--- config.mk ---
export PLATFORM = sky130hd
export DESIGN_NAME = usbdev_aon_wake_mp
export DESIGN_NICKNAME = d
export VERILOG_FILES = /design/src/rtl/usbdev_pkg.sv /design/src/rtl/prim_filter.sv /design/src/rtl/prim_flop_2sync.sv /design/src/rtl/usbdev_aon_wake_port.sv /design/src/rtl/usbdev_aon_wake_mp.sv
export SDC_FILE = /design/constraint.sdc
export NUM_CORES = 1
export LEC_CHECK = 0
export CORE_ASPECT_RATIO = 0.9
export CORE_UTILIZATION = 32
export DETAILED_ROUTE_END_ITERATION = 6
export GPL_ROUTABILITY_DRIVEN = 0
export MAX_ROUTING_LAYER = met4
export SLEW_MARGIN = 0
export SYNTH_ARGS = -nofsm -noshare
export SYNTH_HDL_FRONTEND = slang
export SYNTH_SLANG_ARGS = --single-unit
--- constraint.sdc ---
create_clock -name clk_aon_i -period 2.2 [get_ports clk_aon_i]
set_clock_uncertainty 0.1 [all_clocks]
set_input_delay 0.33 -clock clk_aon_i [delete_from_list [all_inputs] [get_ports clk_aon_i]]
set_output_delay 0.33 -clock clk_aon_i [all_outputs]
set_load 0.02 [all_outputs]
--- src/rtl/usbdev_pkg.sv ---
// rtl/usbdev_pkg.sv - shared types and constants for the usbdev AON wake logic
package usbdev_pkg;

  // Per-port AON wake FSM states.
  typedef enum logic [1:0] {
    AwkIdle   = 2'd0,
    AwkActive = 2'd1,
    AwkWake   = 2'd2
  } awk_state_e;

  // Bit positions inside the wake source mask.
  localparam int unsigned AwkEvNotIdle   = 0;
  localparam int unsigned AwkEvBusReset  = 1;
  localparam int unsigned AwkEvSenseLost = 2;

endpackage

--- src/rtl/prim_filter.sv ---
// rtl/prim_filter.sv - debounce filter: output follows input once stable for Cycles samples
module prim_filter #(
  parameter bit          AsyncOn = 1'b0,
  parameter int unsigned Cycles  = 4
) (
  input  logic clk_i,
  input  logic rst_ni,
  input  logic filter_i,
  output logic filter_o
);

  logic              synced;
  logic [Cycles-1:0] hist_q, hist_d;
  logic              stored_q, stored_d;

  if (AsyncOn) begin : gen_async
    prim_flop_2sync #(.Width(1)) u_sync (
      .clk_i  (clk_i),
      .rst_ni (rst_ni),
      .d_i    (filter_i),
      .q_o    (synced)
    );
  end else begin : gen_sync
    assign synced = filter_i;
  end

  // The window holds the current sample plus the previous Cycles-1; a unanimous window updates the output.
  always_comb begin
    hist_d   = (hist_q << 1) | Cycles'(synced);
    stored_d = stored_q;
    if (&hist_d) begin
      stored_d = 1'b1;
    end else if (~|hist_d) begin
      stored_d = 1'b0;
    end
  end

  // Sample history and filtered value.
  always_ff @(posedge clk_i or negedge rst_ni) begin
    if (!rst_ni) begin
      hist_q   <= '0;
      stored_q <= 1'b0;
    end else begin
      hist_q   <= hist_d;
      stored_q <= stored_d;
    end
  end

  assign filter_o = stored_q;

endmodule

--- src/rtl/prim_flop_2sync.sv ---
// rtl/prim_flop_2sync.sv - two-flop synchroniser for signals from another clock domain
module prim_flop_2sync #(
  parameter int unsigned       Width      = 1,
  parameter logic [Width-1:0]  ResetValue = '0
) (
  input  logic             clk_i,
  input  logic             rst_ni,
  input  logic [Width-1:0] d_i,
  output logic [Width-1:0] q_o
);

  logic [Width-1:0] stage1_q, stage2_q;

  // Two back-to-back flops give the first stage a full cycle to resolve metastability.
  always_ff @(posedge clk_i or negedge rst_ni) begin
    if (!rst_ni) begin
      stage1_q <= ResetValue;
      stage2_q <= ResetValue;
    end else begin
      stage1_q <= d_i;
      stage2_q <= stage1_q;
    end
  end

  assign q_o = stage2_q;

endmodule

--- src/rtl/usbdev_aon_wake_port.sv ---
// rtl/usbdev_aon_wake_port.sv - suspend/wake monitor for a single USB port
module usbdev_aon_wake_port
  import usbdev_pkg::*;
#(
  parameter int unsigned FilterCycles = 4,
  parameter int unsigned ResetCycles  = 3,
  parameter int unsigned SenseCycles  = 3,
  parameter int unsigned TimeoutW     = 16
) (
  input  logic                clk_aon_i,
  input  logic                rst_aon_ni,
  input  logic                usb_dp_i,
  input  logic                usb_dn_i,
  input  logic                usb_sense_i,
  input  logic                usbdev_dppullup_en_i,
  input  logic                usbdev_dnpullup_en_i,
  input  logic                suspend_req_aon_i,
  input  logic                wake_ack_aon_i,
  input  logic [2:0]          event_en_aon_i,
  input  logic [TimeoutW-1:0] timeout_aon_i,
  output logic                usb_dppullup_en_o,
  output logic                usb_dnpullup_en_o,
  output logic                wake_aon_o,
  output logic                active_aon_o,
  output logic                bus_not_idle_aon_o,
  output logic                bus_reset_aon_o,
  output logic                sense_lost_aon_o,
  output logic                timeout_aon_o
);

  awk_state_e          state_q, state_d;
  logic [TimeoutW-1:0] cnt_q, cnt_d;
  logic [1:0]          pu_sync, pu_q;      // {dn, dp}
  logic [3:0]          flags_q, flags_d;   // {timeout, sense_lost, bus_reset, not_idle}
  logic                in_idle, timeout_hit, wake_event;
  logic                not_idle_async, se0_async, sense_lost_async;
  logic                flt_not_idle, flt_se0, flt_sense_lost;

  // While suspended the pads keep the pull-ups latched before suspend; otherwise the IP drives them.
  assign in_idle           = (state_q == AwkIdle);
  assign usb_dppullup_en_o = in_idle ? usbdev_dppullup_en_i : pu_q[0];
  assign usb_dnpullup_en_o = in_idle ? usbdev_dnpullup_en_i : pu_q[1];

  assign not_idle_async   = (usb_dp_i != usb_dppullup_en_o) | (usb_dn_i != usb_dnpullup_en_o);
  assign se0_async        = ~usb_dp_i & ~usb_dn_i;
  assign sense_lost_async = ~usb_sense_i;

  prim_filter #(.AsyncOn(1'b1), .Cycles(FilterCycles)) u_filter_not_idle (
    .clk_i(clk_aon_i), .rst_ni(rst_aon_ni), .filter_i(not_idle_async), .filter_o(flt_not_idle)
  );
  prim_filter #(.AsyncOn(1'b1), .Cycles(ResetCycles)) u_filter_se0 (
    .clk_i(clk_aon_i), .rst_ni(rst_aon_ni), .filter_i(se0_async), .filter_o(flt_se0)
  );
  prim_filter #(.AsyncOn(1'b1), .Cycles(SenseCycles)) u_filter_sense (
    .clk_i(clk_aon_i), .rst_ni(rst_aon_ni), .filter_i(sense_lost_async), .filter_o(flt_sense_lost)
  );

  prim_flop_2sync #(.Width(2)) u_pullup_sync (
    .clk_i  (clk_aon_i),
    .rst_ni (rst_aon_ni),
    .d_i    ({usbdev_dnpullup_en_i, usbdev_dppullup_en_i}),
    .q_o    (pu_sync)
  );

  assign timeout_hit = (timeout_aon_i != '0) && (cnt_q == timeout_aon_i);
  assign wake_event  = (flt_not_idle   & event_en_aon_i[AwkEvNotIdle])
                     | (flt_se0        & event_en_aon_i[AwkEvBusReset])
                     | (flt_sense_lost & event_en_aon_i[AwkEvSenseLost])
                     | timeout_hit;

  // Next state: an ack always wins over a same-cycle suspend request or wake event.
  always_comb begin
    state_d = state_q;
    unique case (state_q)
      AwkIdle:   if (suspend_req_aon_i && !wake_ack_aon_i) state_d = AwkActive;
      AwkActive: begin
        if (wake_ack_aon_i)  state_d = AwkIdle;
        else if (wake_event) state_d = AwkWake;
      end
      AwkWake:   if (wake_ack_aon_i) state_d = AwkIdle;
      default:   state_d = AwkIdle;
    endcase
  end

  // Timeout counter: zero in IDLE (so it starts from 0 on entry), counts ACTIVE cycles, saturates.
  always_comb begin
    cnt_d = cnt_q;
    if (in_idle) begin
      cnt_d = '0;
    end else if ((state_q == AwkActive) && (cnt_q != '1)) begin
      cnt_d = cnt_q + TimeoutW'(1);
    end
  end

  // Sticky flags record raw events while suspended and are wiped whenever the port goes IDLE.
  always_comb begin
    flags_d = flags_q;
    if (state_d == AwkIdle) begin
      flags_d = '0;
    end else if (!in_idle) begin
      flags_d = flags_q | {timeout_hit, flt_sense_lost, flt_se0, flt_not_idle};
    end
  end

  // State, counter, flags and the pull-up latch (transparent only in IDLE).
  always_ff @(posedge clk_aon_i or negedge rst_aon_ni) begin
    if (!rst_aon_ni) begin
      state_q <= AwkIdle;
      cnt_q   <= '0;
      flags_q <= '0;
      pu_q    <= '0;
    end else begin
      state_q <= state_d;
      cnt_q   <= cnt_d;
      flags_q <= flags_d;
      if (in_idle) pu_q <= pu_sync;
    end
  end

  assign wake_aon_o         = (state_q == AwkWake);
  assign active_aon_o       = !in_idle;
  assign bus_not_idle_aon_o = flags_q[0];
  assign bus_reset_aon_o    = flags_q[1];
  assign sense_lost_aon_o   = flags_q[2];
  assign timeout_aon_o      = flags_q[3];

endmodule

--- src/rtl/usbdev_aon_wake_mp.sv ---
// rtl/usbdev_aon_wake_mp.sv - multi-port AON USB suspend/wake monitor
module usbdev_aon_wake_mp
  import usbdev_pkg::*;
#(
  parameter int unsigned NumPorts     = 2,
  parameter int unsigned FilterCycles = 4,
  parameter int unsigned ResetCycles  = 3,
  parameter int unsigned SenseCycles  = 3,
  parameter int unsigned TimeoutW     = 16
) (
  input  logic                clk_aon_i,
  input  logic                rst_aon_ni,
  input  logic [NumPorts-1:0] usb_dp_i,
  input  logic [NumPorts-1:0] usb_dn_i,
  input  logic [NumPorts-1:0] usb_sense_i,
  input  logic [NumPorts-1:0] usbdev_dppullup_en_i,
  input  logic [NumPorts-1:0] usbdev_dnpullup_en_i,
  input  logic [NumPorts-1:0] suspend_req_aon_i,
  input  logic [NumPorts-1:0] wake_ack_aon_i,
  input  logic [2:0]          event_en_aon_i,
  input  logic [TimeoutW-1:0] timeout_aon_i,
  output logic [NumPorts-1:0] usb_dppullup_en_o,
  output logic [NumPorts-1:0] usb_dnpullup_en_o,
  output logic                wake_req_aon_o,
  output logic [NumPorts-1:0] wake_port_aon_o,
  output logic [NumPorts-1:0] wake_detect_active_aon_o,
  output logic [NumPorts-1:0] bus_not_idle_aon_o,
  output logic [NumPorts-1:0] bus_reset_aon_o,
  output logic [NumPorts-1:0] sense_lost_aon_o,
  output logic [NumPorts-1:0] timeout_aon_o
);

  for (genvar i = 0; i < NumPorts; i++) begin : gen_port
    usbdev_aon_wake_port #(
      .FilterCycles (FilterCycles),
      .ResetCycles  (ResetCycles),
      .SenseCycles  (SenseCycles),
      .TimeoutW     (TimeoutW)
    ) u_port (
      .clk_aon_i            (clk_aon_i),
      .rst_aon_ni           (rst_aon_ni),
      .usb_dp_i             (usb_dp_i[i]),
      .usb_dn_i             (usb_dn_i[i]),
      .usb_sense_i          (usb_sense_i[i]),
      .usbdev_dppullup_en_i (usbdev_dppullup_en_i[i]),
      .usbdev_dnpullup_en_i (usbdev_dnpullup_en_i[i]),
      .suspend_req_aon_i    (suspend_req_aon_i[i]),
      .wake_ack_aon_i       (wake_ack_aon_i[i]),
      .event_en_aon_i       (event_en_aon_i),
      .timeout_aon_i        (timeout_aon_i),
      .usb_dppullup_en_o    (usb_dppullup_en_o[i]),
      .usb_dnpullup_en_o    (usb_dnpullup_en_o[i]),
      .wake_aon_o           (wake_port_aon_o[i]),
      .active_aon_o         (wake_detect_active_aon_o[i]),
      .bus_not_idle_aon_o   (bus_not_idle_aon_o[i]),
      .bus_reset_aon_o      (bus_reset_aon_o[i]),
      .sense_lost_aon_o     (sense_lost_aon_o[i]),
      .timeout_aon_o        (timeout_aon_o[i])
    );
  end

  // Any port in WAKE requests a chip wake-up.
  assign wake_req_aon_o = |wake_port_aon_o;

endmodule

==> results of run 1 <==
## metrics by stage
stage / hold WS [ns] / power, W / setup WS [ns] / area [µm²] / cells
6_report: 0.2498 / 0.004086 / 0.07852 / 5470 / 678
5_1_grt: 0.2605 / 0.004263 / 0.003670 / 5470 / 678
4_1_cts: 0.2529 / 0.004135 / 0.003597 / 5455 / 678
3_5_place_dp: 0.2230 / 0.002494 / 0.1580 / 5132 / 661
3_3_place_gp: 0.2113 / 0.002478 / 0.1797 / 5132 / 661
2_1_floorplan: -0.06559 / 0.002184 / 0.4311 / 4365 / 443
## worst max-delay path, stage by stage, from the launching register on
cell	delay (ns)
dfrtp_1	0.41
nor2_4	0.19
inv_1	0.17
clkdlybuf4s50_1	0.58
## area by class of cell
cell class	instances	area [µm²]	share of cell area, %
flip-flops and latches	88	2202	40.26
multi-input cells	299	1894	34.63
repair buffers	81	745.7	13.63
clock buffers	9	225.2	4.117
well taps	168	210.2	3.843
inverters	26	97.59	1.784
clock inverters	7	95.09	1.738
## worst min-delay path by stage
stage | startpoint | end | slack (ns) | cells after the start
2_1_floorplan | rst_aon_ni | gen_port[0].u_port.cnt_q[0] | -0.07 | 0
3_3_place_gp | rst_aon_ni | gen_port[1].u_port.cnt_q[13] | 0.21 | 1
3_5_place_dp | rst_aon_ni | gen_port[1].u_port.cnt_q[13] | 0.22 | 1
4_1_cts | flop | flop | 0.25 | 0
5_1_grt | gen_port[1].u_port.u_pullup_sync.stage1_q[1] | gen_port[1].u_port.u_pullup_sync.q_o[1] | 0.26 | 0
6_report | flop | flop | 0.25 | 0
## power by group through the flow
stage	Sequential (W)	Combinational (W)	Clock, W
after floorplan	0.00183	0.000353	0
after detailed placement	0.00185	0.000647	0
final	0.00182	0.000630	0.00164
after CTS	0.00182	0.000637	0.00168
after global placement	0.00184	0.000637	0
after global routing	0.00183	0.000694	0.00174
## layer usage
| metal | up-vias | global-route usage, % | share of wire, % |
|---|---|---|---|
| met5 | - | - | 0 |
| met4 | 0 | 5.203 | 1.5 |
| met3 | 16 | 3.830 | 4.0 |
| met2 | 84 | 26.00 | 48 |
| met1 | 1740 | 20.69 | 46 |
| li1 | 1704 | - | - |
## layout by cell type (no fill, tap or decap), types with 17 or more instances in the layout
master           instances
nand2_1                 52
o21ai_0                 17
inv_1                   26
clkdlybuf4s50_1         42
nor2_1                  19
nand4_1                 18
dfrtp_1                 88
a21oi_1                 23
xnor2_1                 34
buf_4                   29
## what timing repair did
item                                   4_1_cts  5_1_grt
setup buffers                                0        0
hold buffers                                 1        0
endpoints found under the hold margin       35        0
gates resized for setup                      6        4
setup endpoints to repair                    6        4
## state kept, by name, indices dropped and copies added, names as in the netlist, 4 cells and up
| signal | count |
|---|---|
| gen_port.u_port.state_q | 4 |
| gen_port.u_port.u_filter_not_idle.hist_q | 6 |
| gen_port.u_port.flags_q | 8 |
| gen_port.u_port.cnt_q | 32 |
| gen_port.u_port.u_filter_se0.hist_q | 4 |
| gen_port.u_port.u_filter_sense.hist_q | 4 |
| gen_port.u_port.u_pullup_sync.stage1_q | 4 |
| gen_port.u_port.u_pullup_sync.q_o | 4 |
| gen_port.u_port.pu_q | 4 |
## logic make-up after synthesis
family | count (synthesis) | share of synthesized area [%]
simple gates | 167 | 20.35
flops | 88 | 50.44
mux | 15 | 3.439
compound gates | 81 | 11.98
xor+xnor | 34 | 6.822
buf+inv | 56 | 6.392
fa+ha+maj | 2 | 0.5731
==> impl_metrics.csv, run 1 <==
group,metric,value,unit
run_status,status,"finished with violations",
run_status,violations,"DRC",
critical_path,crit_start,"gen_port[1].u_port.state_q[1]",
global_route,grt_pass1_wl,17.68,mm
timing,setup_violations,0,
place,port_buffers,51,
timing,rsz0062_at_grt,"false",
pwr,leakage,2.299,nW
critical_path,end_kind,"primary output",
timing,layout_min_cycle_time,2.121,ns
logic_synthesis,ys_seq_area_share,50.44,%
floorplan,die_h,112.8,µm
clock_network,ctsLongestPathBuffers,2,
timing,fmax,471.4,MHz
timing,tightestPinTransition,0.5690,ns
final_layout,insertedDiodeCount,0,
clock_network,cts_made_buffers,9,
routing,drt_first_pass_iters,7,
critical_path,worstSetupPathType,"reg -> out",
clock_network,root_buffer,"clkbuf_16",
final_layout,layout-drive-gt1-share,10.39,%
pwr,switching_share,26.38,%
final_layout,final_util,41.09,%
final_layout,final_nets,542,
pwr,power.switching,0.001078,W
critical_path,ff2ff_path_depth,5,
critical_path,cp_max_fo,7,
floorplan,rows,40,
floorplan,start_util,32.79,%
logic_synthesis,synth_top_area_cell,"dfrtp_1",
logic_synthesis,syn_avg_cell_area,9.854,µm²
routing,routed_wl,10.65,mm
pwr,vdd_ir_drop_max,0.3788,mV
final_layout,syn_to_final_growth,25.31,%
flow_run,cap_violations,0,
worst_hold_path,hp-class,"reg -> reg",
critical_path,regToRegStartpoint,"gen_port[0].u_port.cnt_q[1]",
pwr,power_frac_seq,44.4,%
logic_synthesis,ys_seq_elements,88,
routing,drc,2,
logic_synthesis,ys_top_cells_by_count,"88 x dfrtp_1, 52 x nand2_1, 34 x xnor2_1",
logic_synthesis,post-synth-top-count-cell,"dfrtp_1",
routing,avgRoutedWirePerCell,15.71,µm
global_route,grt_max_degree,39,
logic_synthesis,ys_types,50,
global_route,grtUsageTotal,16.35,%
logic_synthesis,synth-main-ff-cell,"dfrtp_1",
logic_synthesis,synth_top_area_share,50.44,%
timing,hold_violations,0,
global_route,antenna_found_initial,0,
routing,ant_nets,0,
global_route,grt-ovfl-total,0,
floorplan,die_w,125.1,µm
clock_network,clk-insertion-delay-late,0.34,ns
critical_path,arrival,1.69,ns
critical_path,cp.required,1.77,ns
logic_synthesis,synthArstFlopShare,100.0,%
floorplan,dieArea,0.01411,mm²
clock_network,htreeDepth,3,
logic_synthesis,synth_edf_count,0,
routing,vias,3544,
timing,fin_setup_tns,0,ns
timing,slew-limit-headroom,62.07,%
place,dp_hpwl,8.055,mm
global_route,grt_pass1_vias,3465,
clock_network,cts_tree,"built",
critical_path,cp-start-kind,"flop",
logic_synthesis,synth_nets,480,
pwr,power_density,746.9,mW/mm²
logic_synthesis,synthTopCellsByArea,"dfrtp_1 50%, xnor2_1 6.8%, nand2_1 4.5%, mux2i_1 3.4%, a21oi_1 2.8%",
clock_network,clock_sinks,88,
floorplan,coreArea,0.01331,mm²
logic_synthesis,synthCells,443,
pwr,clockPowerShare,40.1,%
routing,viasPerCell,5.227,
critical_path,rr_endpoint,"gen_port[0].u_port.cnt_q[14]",
logic_synthesis,syn_area,0.004365,mm²
pwr,combPwrFrac,15.4,%
critical_path,crit_end,"wake_detect_active_aon_o[1]",
timing,drv_slew,0,
pwr,internal-power,0.003008,W
critical_path,ff2ff_setup_slack,0.15,ns
final_layout,fill_cells,1331,
timing,min_period_over_period,96.43,%
floorplan,ioPinCount,52,
logic_synthesis,ys_warn_count,0,
clock_network,clk_pin_slew_worst_paths,0.06,ns
routing,first_iter_violations,202,
Power figures use the tool's default switching activity.
==> run 2, diff against run 1 <==
--- a/config.mk
+++ b/config.mk
@@ -5,12 +5,15 @@
 export SDC_FILE = /design/constraint.sdc
 export NUM_CORES = 1
 export LEC_CHECK = 0
+export ABC_CLOCK_PERIOD_IN_PS = 2200
 export CORE_ASPECT_RATIO = 0.9
-export CORE_UTILIZATION = 32
+export CORE_UTILIZATION = 56
 export DETAILED_ROUTE_END_ITERATION = 6
 export GPL_ROUTABILITY_DRIVEN = 0
 export MAX_ROUTING_LAYER = met4
+export PLACE_DENSITY = 0.8
 export SLEW_MARGIN = 0
 export SYNTH_ARGS = -nofsm -noshare
 export SYNTH_HDL_FRONTEND = slang
 export SYNTH_SLANG_ARGS = --single-unit
+export TNS_END_PERCENT = 30
==> run 2 against run 1 <==
  * The flow now finishes without violations
  * Combinational power down 2%
  * Sequential share of layout area up 1.9 points
  * Utilization up 28 points
  * Fmax up 3.5%
  * Power down 8.5%
  * Critical path depth up 2
  * Hold slack better by 0.0063 ns
  * First-iteration DRC count down 9.9%
  * Non-clock buffer count down 8
  * Via count up 2.1%
==> impl_metrics.csv, run 2 (synthesized netlist as in run 1, its figures left out) <==
group,metric,value,unit
timing,rsz0062_at_grt,"false",
routing,drc,0,
run_status,status,"finished, final reports clean",
timing,layout_min_cycle_time,2.050,ns
timing,hold_violations,0,
clock_network,clock_sinks,88,
clock_network,clk-insertion-delay-late,0.37,ns
flow_run,cap_violations,0,
routing,drt_first_pass_iters,5,
floorplan,die_h,85.76,µm
final_layout,insertedDiodeCount,0,
final_layout,largest_register_ffs,32,
pwr,vdd_ir_drop_max,0.5384,mV
timing,min_period_over_period,93.16,%
final_layout,top_regs,"gen_port.u_port.cnt_q (32), gen_port.u_port.flags_q (8), gen_port.u_port.u_filter_not_idle.hist_q (6)",
floorplan,ioPinCount,52,
timing,tightestPinTransition,0.7887,ns
global_route,grt_max_degree,42,
pwr,power_density,715.6,mW/mm²
floorplan,start_util,57.86,%
place,dpl-instance-area,0.004982,mm²
floorplan,coreArea,0.007545,mm²
place,port_buffers,51,
final_layout,largest-register,"gen_port.u_port.cnt_q",
worst_hold_path,hp-class,"reg -> reg",
final_layout,design_area,0.005225,mm²
final_layout,layout-drive-gt1-share,9.163,%
clock_network,clk_pin_slew_worst_paths,0.09,ns
clock_network,htreeDepth,3,
routing,ant_nets,0,
global_route,grt_pass1_vias,3506,
final_layout,final_common_cell,"dfrtp_1",
timing,fmax,487.9,MHz
clock_network,cts_made_buffers,9,
clock_network,cts_tree,"built",
routing,viasPerCell,6.048,
timing,setup_violations,0,
routing,first_iter_violations,182,
clock_network,ctsLongestPathBuffers,2,
final_layout,final_nets,534,
final_layout,final_util,69.25,%
timing,slew-limit-headroom,47.42,%
global_route,grtUsageTotal,28.19,%
routing,avgRoutedWirePerCell,17.11,µm
timing,holdWs,0.2561,ns
final_layout,syn_to_final_growth,19.69,%
global_route,grt_pass1_wl,17.02,mm
critical_path,cp.required,2.31,ns
floorplan,rows,30,
timing,drv_slew,0,
timing,fin_setup_tns,0,ns
place,dp_hpwl,7.456,mm
pwr,power.total,0.003739,W
clock_network,cts_setup_buffers,0,
critical_path,cp-start-kind,"flop",
critical_path,end_kind,"flop",
global_route,antenna_found_initial,0,
pwr,leakage,2.209,nW
clock_network,root_buffer,"clkbuf_8",
critical_path,cp_max_fo,8,
critical_path,worstSetupPathType,"reg -> reg",
routing,routed_wl,10.23,mm
global_route,grt-ovfl-total,0,
final_layout,final_cell_mix,"87 x dfrtp_1, 52 x nand2_1, 42 x clkdlybuf4s50_1, 34 x xnor2_1, 25 x inv_1",
critical_path,arrival,2.16,ns
routing,vias,3617,
floorplan,die_w,95.07,µm
floorplan,dieArea,0.008153,mm²
[run 2: changes by cell type in the layout (fill, tap and decap cells not counted), moves of 2 or more]
cell,before,now
buf_4,29,21
clkbuf_8,0,10
clkinv_2,2,0
clkbuf_16,9,0
[run 2: through the flow]
stage	setup WS, ns	cells
6_report	0.1505	598
5_1_grt	0.03054	598
3_5_place_dp	0.1444	581
3_3_place_gp	0.1997	581
4_1_cts	0.02098	598
2_1_floorplan	0.4311	443
[run 2: repair_timing]
item | in CTS | in global routing
setup endpoints to repair | 8 | 1
hold buffers | 1 | 0
hold endpoints to repair | 25 | 0
resized for setup | 10 | 1
[run 2: worst max-delay path: stages (launching register included)]
cell and delay (ns):
dfrtp_1 0.47, ha_1 0.28, nand4_1 0.13, nor4_1 0.07, a21oi_1 0.64, o32ai_1 0.20
[run 2: per-layer routing]
layer	track usage [%]	routed length [µm]	vias up
met1	36.79	4383	1770
met3	5.408	582	30
met2	43.12	4993	134
met5	-	0	-
li1	-	-	1683
met4	11.85	270	0
[run 2: layout make-up]
cell class                 count  area (µm²)
timing repair buffer          73       681.9
clock inverter                 6       97.59
sequential                    88        2203
tap                           96       120.1
multi-input combinational    299        1887
inverter                      26       97.59
clock buffer                  10       137.6
fill                         564        2320
[run 2: path summary, 6_finish.rpt]
kind                                             start                             to  slack (ns)  cells past startpoint
setup / recovery           gen_port[0].u_port.cnt_q[1]    gen_port[0].u_port.cnt_q[3]        0.15                      5
hold / removal                                    flop                           flop        0.26                      0
setup reg to reg           gen_port[0].u_port.cnt_q[1]    gen_port[0].u_port.cnt_q[3]        0.15                      5
hold reg to reg                                   flop                           flop        0.26                      0
max in group asynchronous                   rst_aon_ni  gen_port[1].u_port.state_q[0]        1.04                      3
min in group asynchronous                   rst_aon_ni    gen_port[0].u_port.cnt_q[9]        0.31                      2
[run 2: power breakdown]
group / internal (W) / switching [W] / leakage, nW
Clock: 0.000689 / 0.000614 / 0.119
Sequential: 0.00174 / 0.0000862 / 1.12
Combinational: 0.000266 / 0.000350 / 0.970
Total: 0.00269 / 0.00105 / 2.21
